==> config.mk <==
export PLATFORM = sky130hd
export DESIGN_NAME = wb_port_arbiter
export DESIGN_NICKNAME = d
export VERILOG_FILES = /design/src/rtl/wb_pkg.sv /design/src/rtl/wb_kill_fifo.sv /design/src/rtl/wb_port_arbiter.sv
export SDC_FILE = /design/constraint.sdc
export NUM_CORES = 1
export LEC_CHECK = 0
export BUFFER_PORTS_ARGS = -buffer_cell sky130_fd_sc_hd__buf_4
export CORE_UTILIZATION = 52
export CTS_CLUSTER_DIAMETER = 150
export DETAILED_ROUTE_END_ITERATION = 8
export PLACE_DENSITY = 0.77
export SYNTH_ARGS = -nofsm -noshare
export SYNTH_HDL_FRONTEND = slang
export SYNTH_SLANG_ARGS = --single-unit
==> constraint.sdc <==
create_clock -name clk -period 6.85 [get_ports clk]
set_clock_uncertainty 0.2 [all_clocks]
set_input_delay 1.0275 -clock clk [delete_from_list [all_inputs] [get_ports clk]]
set_output_delay 1.0275 -clock clk [all_outputs]
set_load 0.05 [all_outputs]
==> src/rtl/wb_pkg.sv <==
// rtl/wb_pkg.sv - shared widths and queue-entry type for the write-back arbiter
package wb_pkg;
    localparam int REG_ADDR_W = 5;
    localparam int DATA_W     = 32;
    localparam logic [REG_ADDR_W-1:0] ZERO_REG = 5'd0;
    localparam int MAX_DEPTH  = 4;
    localparam int PTR_W      = 2;
    localparam int CNT_W      = 3;

    typedef struct packed {
        logic                  live;
        logic [REG_ADDR_W-1:0] addr;
        logic [DATA_W-1:0]     data;
    } wb_entry_t;
endpackage

==> src/rtl/wb_kill_fifo.sv <==
// rtl/wb_kill_fifo.sv - multicycle-result FIFO with address-match kill and lookup
module wb_kill_fifo
    import wb_pkg::*;
#(
    parameter int DEPTH = 2
) (
    input  logic                  clk,
    input  logic                  rst,
    input  logic                  push,
    input  wb_entry_t             push_entry,
    input  logic                  pop,
    input  logic                  kill,
    input  logic [REG_ADDR_W-1:0] kill_addr,
    input  logic [REG_ADDR_W-1:0] chk_addr_a,
    input  logic [REG_ADDR_W-1:0] chk_addr_b,
    output wb_entry_t             head,
    output logic [CNT_W-1:0]      count,
    output logic                  match_a,
    output logic                  match_b
);
    // Storage is sized for the largest legal depth; slots past DEPTH stay dead.
    wb_entry_t        mem [MAX_DEPTH];
    logic [PTR_W-1:0] rd_ptr;
    logic [PTR_W-1:0] wr_ptr;
    logic             push_live;

    function automatic logic [PTR_W-1:0] ptr_next(input logic [PTR_W-1:0] p);
        return (p == PTR_W'(DEPTH - 1)) ? '0 : p + 1'b1;
    endfunction

    assign head = mem[rd_ptr];
    // An entry entering in the same cycle as a matching pipeline write is born dead.
    assign push_live = push_entry.live && !(kill && push_entry.addr == kill_addr);

    always_ff @(posedge clk or posedge rst) begin
        if (rst) begin
            for (int i = 0; i < MAX_DEPTH; i++) mem[i] <= '0;
            rd_ptr <= '0;
            wr_ptr <= '0;
            count  <= '0;
        end else begin
            for (int i = 0; i < MAX_DEPTH; i++) begin
                if (kill && mem[i].live && mem[i].addr == kill_addr) mem[i].live <= 1'b0;
            end
            if (pop) begin
                mem[rd_ptr].live <= 1'b0;
                rd_ptr           <= ptr_next(rd_ptr);
            end
            if (push) begin
                mem[wr_ptr] <= '{live: push_live, addr: push_entry.addr, data: push_entry.data};
                wr_ptr      <= ptr_next(wr_ptr);
            end
            count <= count + CNT_W'(push) - CNT_W'(pop);
        end
    end

    always_comb begin
        match_a = 1'b0;
        match_b = 1'b0;
        for (int i = 0; i < MAX_DEPTH; i++) begin
            if (mem[i].live && mem[i].addr == chk_addr_a && chk_addr_a != ZERO_REG) match_a = 1'b1;
            if (mem[i].live && mem[i].addr == chk_addr_b && chk_addr_b != ZERO_REG) match_b = 1'b1;
        end
    end
endmodule

==> src/rtl/wb_port_arbiter.sv <==
// rtl/wb_port_arbiter.sv - arbitrates pipeline and multicycle results onto one register-file write port
module wb_port_arbiter
    import wb_pkg::*;
#(
    parameter int DEPTH = 2
) (
    input  logic                  clk,
    input  logic                  rst,
    input  logic                  wb_write,
    input  logic [REG_ADDR_W-1:0] wb_addr,
    input  logic [DATA_W-1:0]     wb_data,
    input  logic                  mc_valid,
    input  logic [REG_ADDR_W-1:0] mc_addr,
    input  logic [DATA_W-1:0]     mc_data,
    output logic                  mc_ready,
    output logic                  rf_we,
    output logic [REG_ADDR_W-1:0] rf_addr,
    output logic [DATA_W-1:0]     rf_data,
    input  logic [REG_ADDR_W-1:0] chk_addr_a,
    input  logic [REG_ADDR_W-1:0] chk_addr_b,
    output logic                  pending_a,
    output logic                  pending_b,
    output logic [15:0]           stall_cnt
);
    wb_entry_t        head;
    wb_entry_t        push_entry;
    logic [CNT_W-1:0] count;
    logic             wb_sel, q_empty, mc_xfer, bypass, push, head_pop, head_write;
    logic             sel_we;
    logic [REG_ADDR_W-1:0] sel_addr;
    logic [DATA_W-1:0]     sel_data;

    assign wb_sel   = wb_write && (wb_addr != ZERO_REG);
    assign q_empty  = (count == '0);
    // Readiness uses the pre-pop count, so a full queue never accepts on its drain cycle.
    assign mc_ready = !rst && (count < CNT_W'(DEPTH));
    assign mc_xfer  = mc_valid && mc_ready;
    assign bypass   = q_empty && !wb_sel && mc_xfer;
    assign push     = mc_xfer && !bypass && (mc_addr != ZERO_REG);
    // Dead heads drain even under a pipeline write; live heads wait for a free port.
    assign head_pop   = !q_empty && (!head.live || !wb_sel);
    assign head_write = !q_empty && head.live && !wb_sel;
    assign push_entry = '{live: 1'b1, addr: mc_addr, data: mc_data};

    wb_kill_fifo #(.DEPTH(DEPTH)) u_fifo (
        .clk        (clk),
        .rst        (rst),
        .push       (push),
        .push_entry (push_entry),
        .pop        (head_pop),
        .kill       (wb_sel),
        .kill_addr  (wb_addr),
        .chk_addr_a (chk_addr_a),
        .chk_addr_b (chk_addr_b),
        .head       (head),
        .count      (count),
        .match_a    (pending_a),
        .match_b    (pending_b)
    );

    always_comb begin
        sel_we   = 1'b0;
        sel_addr = ZERO_REG;
        sel_data = '0;
        if (wb_sel) begin
            sel_we   = 1'b1;
            sel_addr = wb_addr;
            sel_data = wb_data;
        end else if (head_write) begin
            sel_we   = 1'b1;
            sel_addr = head.addr;
            sel_data = head.data;
        end else if (bypass && mc_addr != ZERO_REG) begin
            sel_we   = 1'b1;
            sel_addr = mc_addr;
            sel_data = mc_data;
        end
    end

    always_ff @(posedge clk or posedge rst) begin
        if (rst) begin
            rf_we     <= 1'b0;
            rf_addr   <= ZERO_REG;
            rf_data   <= '0;
            stall_cnt <= '0;
        end else begin
            rf_we   <= sel_we;
            rf_addr <= sel_addr;
            rf_data <= sel_data;
            if (mc_valid && !mc_ready && stall_cnt != 16'hFFFF) stall_cnt <= stall_cnt + 16'd1;
        end
    end
endmodule

### Word level (Yosys, flattened, before mapping)

Cells that the tools add are included.
W data, S select, Z words.

| word-level totals | value |
|---|---|
| bits in registers | 213 |
| bits in latches | 0 |
| memory bits (writable) | 0 |
| ROM bits | 0 |
| input port bits | 88 |
| output and inout port bits | 57 |
| word-level logic and storage cells | 134 |
| memories | 0 |

| operators by class | value |
|---|---|
| add/subtract/negate cells | 5 |
| $mul | 0 |
| div/mod/pow operators | 0 |
| $lt $le $gt $ge | 5 |
| equality and inequality tests | 16 |
| shifts and indexed selects | 0 |
| mux-type cells | 34 |
| bitwise operators | 2 |
| reduce and logical (&&, ||, !) cells | 53 |

Operator list:

| cell | number |
|---|---|
| $bwmux W152 | 2 |
| $mux W152 | 2 |
| $demux W38 S2 | 2 |
| $mux W38 | 4 |
| $mux W32 | 3 |
| $bmux W38 S2 | 1 |
| $eq A5 B5 Y1 | 13 |
| $logic_and A1 B1 Y1 | 40 |
| $reduce_bool A5 Y1 | 4 |
| $add A16 B1 Y16 const B | 1 |
| $ne A16 B16 Y1 const B | 1 |
| $mux W1 | 15 |
| $mux W5 | 3 |
| $logic_not A1 Y1 | 7 |
| $ge A3 B3 Y1 const B | 2 |
| $lt A3 B1 Y1 const B | 2 |
| $not A2 Y3 | 2 |
| $add A2 B1 Y2 const B | 2 |
| $eq A2 B1 Y1 const B | 2 |
| $mux W2 | 2 |
| $add A3 B1 Y3 | 1 |
| $logic_not A3 Y1 | 1 |
| $lt A3 B2 Y1 const B | 1 |
| $sub A3 B1 Y3 | 1 |
| $logic_or A1 B1 Y1 | 1 |

### Depth between registers and ports, before layout

| logic depth | value |
|---|---|
| depth after elaboration | 10 |
| gate-level depth with buffers | 10 |
| gate-level depth less buffers | 9 |

### Cells and area by module

From an unflattened synthesis, not the netlist that was laid out.

| second synthesis, totals | value |
|---|---|
| cells, all modules | 736 |
| area total of the unflattened synthesis | 10,388.7 µm² |

Modules (own cells, without submodules):

| module | instances | cells each | area an instance (µm²) |
|---|---|---|---|
| wb_kill_fifo | 1 | 514 | 7,780.0 |
| wb_port_arbiter | 1 | 222 | 2,608.8 |

### Worst setup path after synthesis

OpenSTA, ideal clock, no wires.

| timing | value |
|---|---|
| path type | in2reg |
| start | in rst |
| end | reg u_fifo.mem[77] (netlist name) |
| data arrival time | 3,188 ps |
| path slack | 3,334 ps |
| stages on the path | 6 |
| buffers on the path | 2 |
| cells stage by stage | nor2b_1 -> nand3_1 -> or4b_2 -> clkbuf_1 -> buf_2 -> mux2_1 |

| between the ends | value |
|---|---|
| word-level cells in the longest chain between the ends | 8 |

RTL lines:

| what | line | RTL |
|---|---|---|
| from (decl) | wb_port_arbiter.sv:8 | `input logic rst,` |
| $logic_not A1 Y1 (no source line) * | - |  |
| $logic_and A1 B1 Y1 * | wb_port_arbiter.sv:36 | `assign mc_ready = !rst && (count < CNT_W'(DEPTH));` |
| $logic_and A1 B1 Y1 * | wb_port_arbiter.sv:37 | `assign mc_xfer = mc_valid && mc_ready;` |
| $logic_and A1 B1 Y1 | wb_port_arbiter.sv:38 | `assign bypass = q_empty && !wb_sel && mc_xfer;` |
| $logic_not A1 Y1 | wb_port_arbiter.sv:39 | `assign push = mc_xfer && !bypass && (mc_addr != ZERO_REG);` |
| $logic_and A1 B1 Y1 * (2 in a row) | wb_port_arbiter.sv:39 |  |
| $mux W152 * | wb_kill_fifo.sv:49 | `if (push) begin` |
| to (signal, indexed assignment) | wb_kill_fifo.sv:50 | `mem[wr_ptr] <= '{live: push_live, addr: push_entry.addr, data: push_entry.data};` |
| to (decl) | wb_kill_fifo.sv:22 | `wb_entry_t mem [MAX_DEPTH];` |

Mark *: on every way between the ends. The rest lies on a longest branch, timed or not.
A chain may end at the register's enable or synchronous reset.

### Final worst setup path

| timing | value |
|---|---|
| start | reg u_fifo.rd_ptr[1] |
| end | reg u_fifo.count[2] |

| between the ends | value |
|---|---|
| word-level cells in the longest chain between the ends | 8 |

RTL lines:

| what | line | RTL |
|---|---|---|
| from (decl) | wb_kill_fifo.sv:23 | `logic [PTR_W-1:0] rd_ptr;` |
| from (signal assigned) | wb_kill_fifo.sv:47 | `rd_ptr <= ptr_next(rd_ptr);` |
| $not A2 Y3 (implied by the code) | wb_kill_fifo.sv:31 | `assign head = mem[rd_ptr];` |
| $bmux W38 S2 | wb_kill_fifo.sv:31 |  |
| $mux W38 (implied by the code) (2 in a row) | wb_kill_fifo.sv:31 |  |
| $logic_not A1 Y1 | wb_port_arbiter.sv:41 | `assign head_pop = !q_empty && (!head.live \|\| !wb_sel);` |
| $logic_or A1 B1 Y1 | wb_port_arbiter.sv:41 |  |
| $logic_and A1 B1 Y1 | wb_port_arbiter.sv:41 |  |
| $sub A3 B1 Y3 | wb_kill_fifo.sv:53 | `count <= count + CNT_W'(push) - CNT_W'(pop);` |
| to (signal assigned) | wb_kill_fifo.sv:53 |  |
| to (decl) | wb_kill_fifo.sv:17 | `output logic [CNT_W-1:0] count,` |

No other way between the ends. The select of a mux whose other input is x is not followed.

==> impl_metrics.csv <==
group,metric,value,unit
worst_setup_path,rr_worst_depth,9,
sta,setup_violations,0,
worst_setup_path,cp-startpoint,"u_fifo.rd_ptr[1]",
synth,netlist_area,10300,µm²
cts,post_cts_buffers,0,
synth,synth_area_leader_cell,"dfrtp_1",
route,wire_per_inst,20.2,µm
route,vias_per_cell,5.80,
cts,clock_latency,0.49,ns
synth,synth_fp_nets,858,
synth,yosys.area_share.simple,0.0599,
global_routing,gr-total-overflow,0,
synth,ys_ff_latch,213,
worst_setup_path,cp.arrival,3.68,ns
floorplan,fp.dieW,143,µm
floorplan,row_count,51,
sta,finalCritPeriodShare,0.511,
sta,fmax,285,MHz
cts,cts_tree,"yes",
cts,numClockSinks,213,
sta,layout_setup_ws,3.35,ns
global_routing,antenna_found_initial,0,
worst_setup_path,cp.required,7.02,ns
layout,fillCellCount,1468,
flow_run,cap_violations,0,
synth,yosysSeqAreaShare,0.516,
place,place_inst,1121,
sta,maxSlewViolCount,0,
layout,fin_nets,973,
global_routing,grt_usage,0.237,
place,dpl.hpwl,14.7,mm
place,gp_congestion,0.918,
sta,rsz0062_at_grt,"no",
synth,netlist.area_leader.share,0.516,
sta,slew_headroom,0.241,
layout,final_cell_area,12300,µm²
place,port_buffers,144,
synth,synth_fa_ha_area_frac,0.00557,
sta,tightest_slew,1.14,ns
global_routing,grt_pass1_vias,7033,
route,routed_wl,23.3,mm
min_path,min_delay_path_depth,1,
floorplan,num_io_pins,145,
layout,area_growth,18.7,%
layout,antenna_cells,0,
synth,synth_async_sr_flop_share,1.00,
route,dr.first_iter.drc_count,458,
worst_setup_path,path_class,"flop to flop",
sta,period_minus_slack,3.50,ns
floorplan,fp.dieH,143,µm
global_routing,grt_pass1_wl,37.6,mm
min_path,holdCritPathClass,"flop to flop",
route,ant_nets,0,
cts,cts_buffer_depth,3,
floorplan,initial_core_util,0.531,
synth,synth.distinct_cells,49,
place,dp_slack,2.93,ns
synth,synth-xor-area-share,0.0703,
synth,synth_enable_flop_cells,0,
worst_setup_path,crit_fanout,41,
layout,layout.area.seq,5330,µm²
route,num_vias,6717,
cts,hold_buffers,0,
synth,yosys-top-cells-area,"dfrtp_1 (52%), mux2_2 (11%), mux4_2 (8.3%)",
worst_setup_path,cp-start-kind,"flop",
layout,fin_cells,1158,
outcome,status,"finished, final reports clean",
cts,cts-root-buf,"clkbuf_16",
worst_setup_path,endpoint,"u_fifo.count[2]",
synth,synth_compound_area_frac,0.0575,
synth,synthFlopType,"dfrtp_1",
synth,yosys_warnings,0,
cts,cts_max_level,1,
sta,final_hold_viol_count,0,
synth,syn-instance-count,766,
pwr,powerDensity,393,nW/µm²
place,place_area,11500,µm²
worst_setup_path,endpoint_kind,"flop",
layout,utilization,0.630,
floorplan,dieArea,20500,µm²
pwr,leakagePower,5.62,nW
pwr,vdd_ir_drop_max,0.000221,V
worst_setup_path,rr_startpoint,"u_fifo.rd_ptr[1]",
floorplan,core-area,19500,µm²
worst_setup_path,r2r-end,"u_fifo.count[2]",
cts,clk_pin_slew,0.06,ns
synth,yosys-mux-area-fraction,0.259,
worst_setup_path,ff2ff_setup_slack,3.35,ns
cts,numCtsBuffers,23,
global_routing,grt_max_degree,186,
route,dr.pass1.iters,5,
sta,setup_tns,0,ns
synth,avgSynthCellArea,13.5,µm²
route,drc,0,
layout,multiInputGateArea,4690,µm²
synth,synth_top_family_by_area,"multiplexers",
layout,layout-drive-gt1-share,0.419,
cts,post_cts_resized,0,
worst max-delay path: stages, from the launching register on:
cell and delay [ns]:
dfrtp_2 1.12, mux4_2 0.49, o211ai_1 0.21, nand2_1 0.21
nor2_1 0.25, a31o_2 0.15, ha_1 0.14, inv_1 0.05
fa_1 0.38, xor2_1 0.17
sequential cells by signal, indices dropped and copies added (netlist names):
signal and count:
u_fifo.wr_ptr 2, u_fifo.count 3, rf_data 32, u_fifo.rd_ptr 2, rf_addr 5, stall_cnt 16
rf_we 1, u_fifo.mem 152
Yosys cell counts, types with 3 or more instances:
cell      instances
or4_1             4
o21ai_0          40
and4_1            4
mux2_1            4
mux4_2           38
buf_6             7
buf_2            19
a22oi_1          37
mux2_4           38
nand3_1          18
nor2_1            5
xnor2_1          29
nand2_1          43
xor2_1           54
mux2_2          105
and3_1            8
clkbuf_1         32
nor4_1           10
nand4_1           8
inv_1             8
nor3_1            7
ha_1              3
dfrtp_1         213
cells in the final DEF, fill, tap and decap left out, types with 4 or more instances in the layout:
cell type / netlist / final
mux2_2: 105 / 105
xor2_1: 54 / 54
inv_1: 8 / 7
nand3_1: 18 / 18
nor3_1: 7 / 6
and3_1: 8 / 8
nor4_1: 10 / 9
clkbuf_1: 32 / 7
buf_4: 0 / 150
dfrtp_1: 213 / 211
mux4_2: 38 / 38
o21ai_0: 40 / 40
nor2_1: 5 / 5
a22oi_1: 37 / 37
or4_1: 4 / 4
nand4_1: 8 / 8
mux2_1: 4 / 4
and4_1: 4 / 4
nand2_1: 43 / 43
clkbuf_16: 0 / 23
xnor2_1: 29 / 29
mux2_4: 38 / 38
power by group:
| part | total [mW] | internal, mW | switching, mW |
|---|---|---|---|
| logic | 1.51 | 0.857 | 0.649 |
| registers | 2.08 | 1.72 | 0.366 |
| clock network | 1.23 | 0.758 | 0.473 |
per-layer routing:
metal,wire (µm),track usage
met2,11300,0.388
met5,0,0
met3,1320,0.0412
met1,10300,0.327
met4,364,0.0628
cells by family after synthesis:
| family | Yosys count |
|---|---|
| xor+xnor | 83 |
| fa+ha+maj | 4 |
| simple gates | 118 |
| buf+inv | 69 |
| compound gates | 92 |
| mux | 187 |
| flops | 213 |
cell type report:
type,instances,area share
clock inverters,4,0.00775
multi-input cells,484,0.382
inverters,8,0.00275
flip-flops and latches,213,0.435
well taps,265,0.0270
clock buffers,33,0.0524
repair buffers,151,0.0934
stage by stage:
| step | hold WS [ns] | power, mW |
|---|---|---|
| floorplan | 0.259 | 3.19 |
| global placement | 0.278 | 3.53 |
| detailed placement | 0.285 | 3.60 |
| CTS | 0.297 | 4.85 |
| global route | 0.311 | 5.07 |
| finish | 0.290 | 4.82 |
how the worst min path moves through the flow:
stage	start	to
5_1_grt	u_fifo.mem[100]	u_fifo.mem[100]
3_5_place_dp	u_fifo.mem[77]	u_fifo.mem[77]
4_1_cts	stall_cnt[15]	stall_cnt[15]
2_1_floorplan	u_fifo.mem[77]	u_fifo.mem[77]
3_3_place_gp	u_fifo.mem[80]	u_fifo.mem[80]
6_report	u_fifo.mem[78]	u_fifo.mem[78]
(Power assumes the default switching activity.)
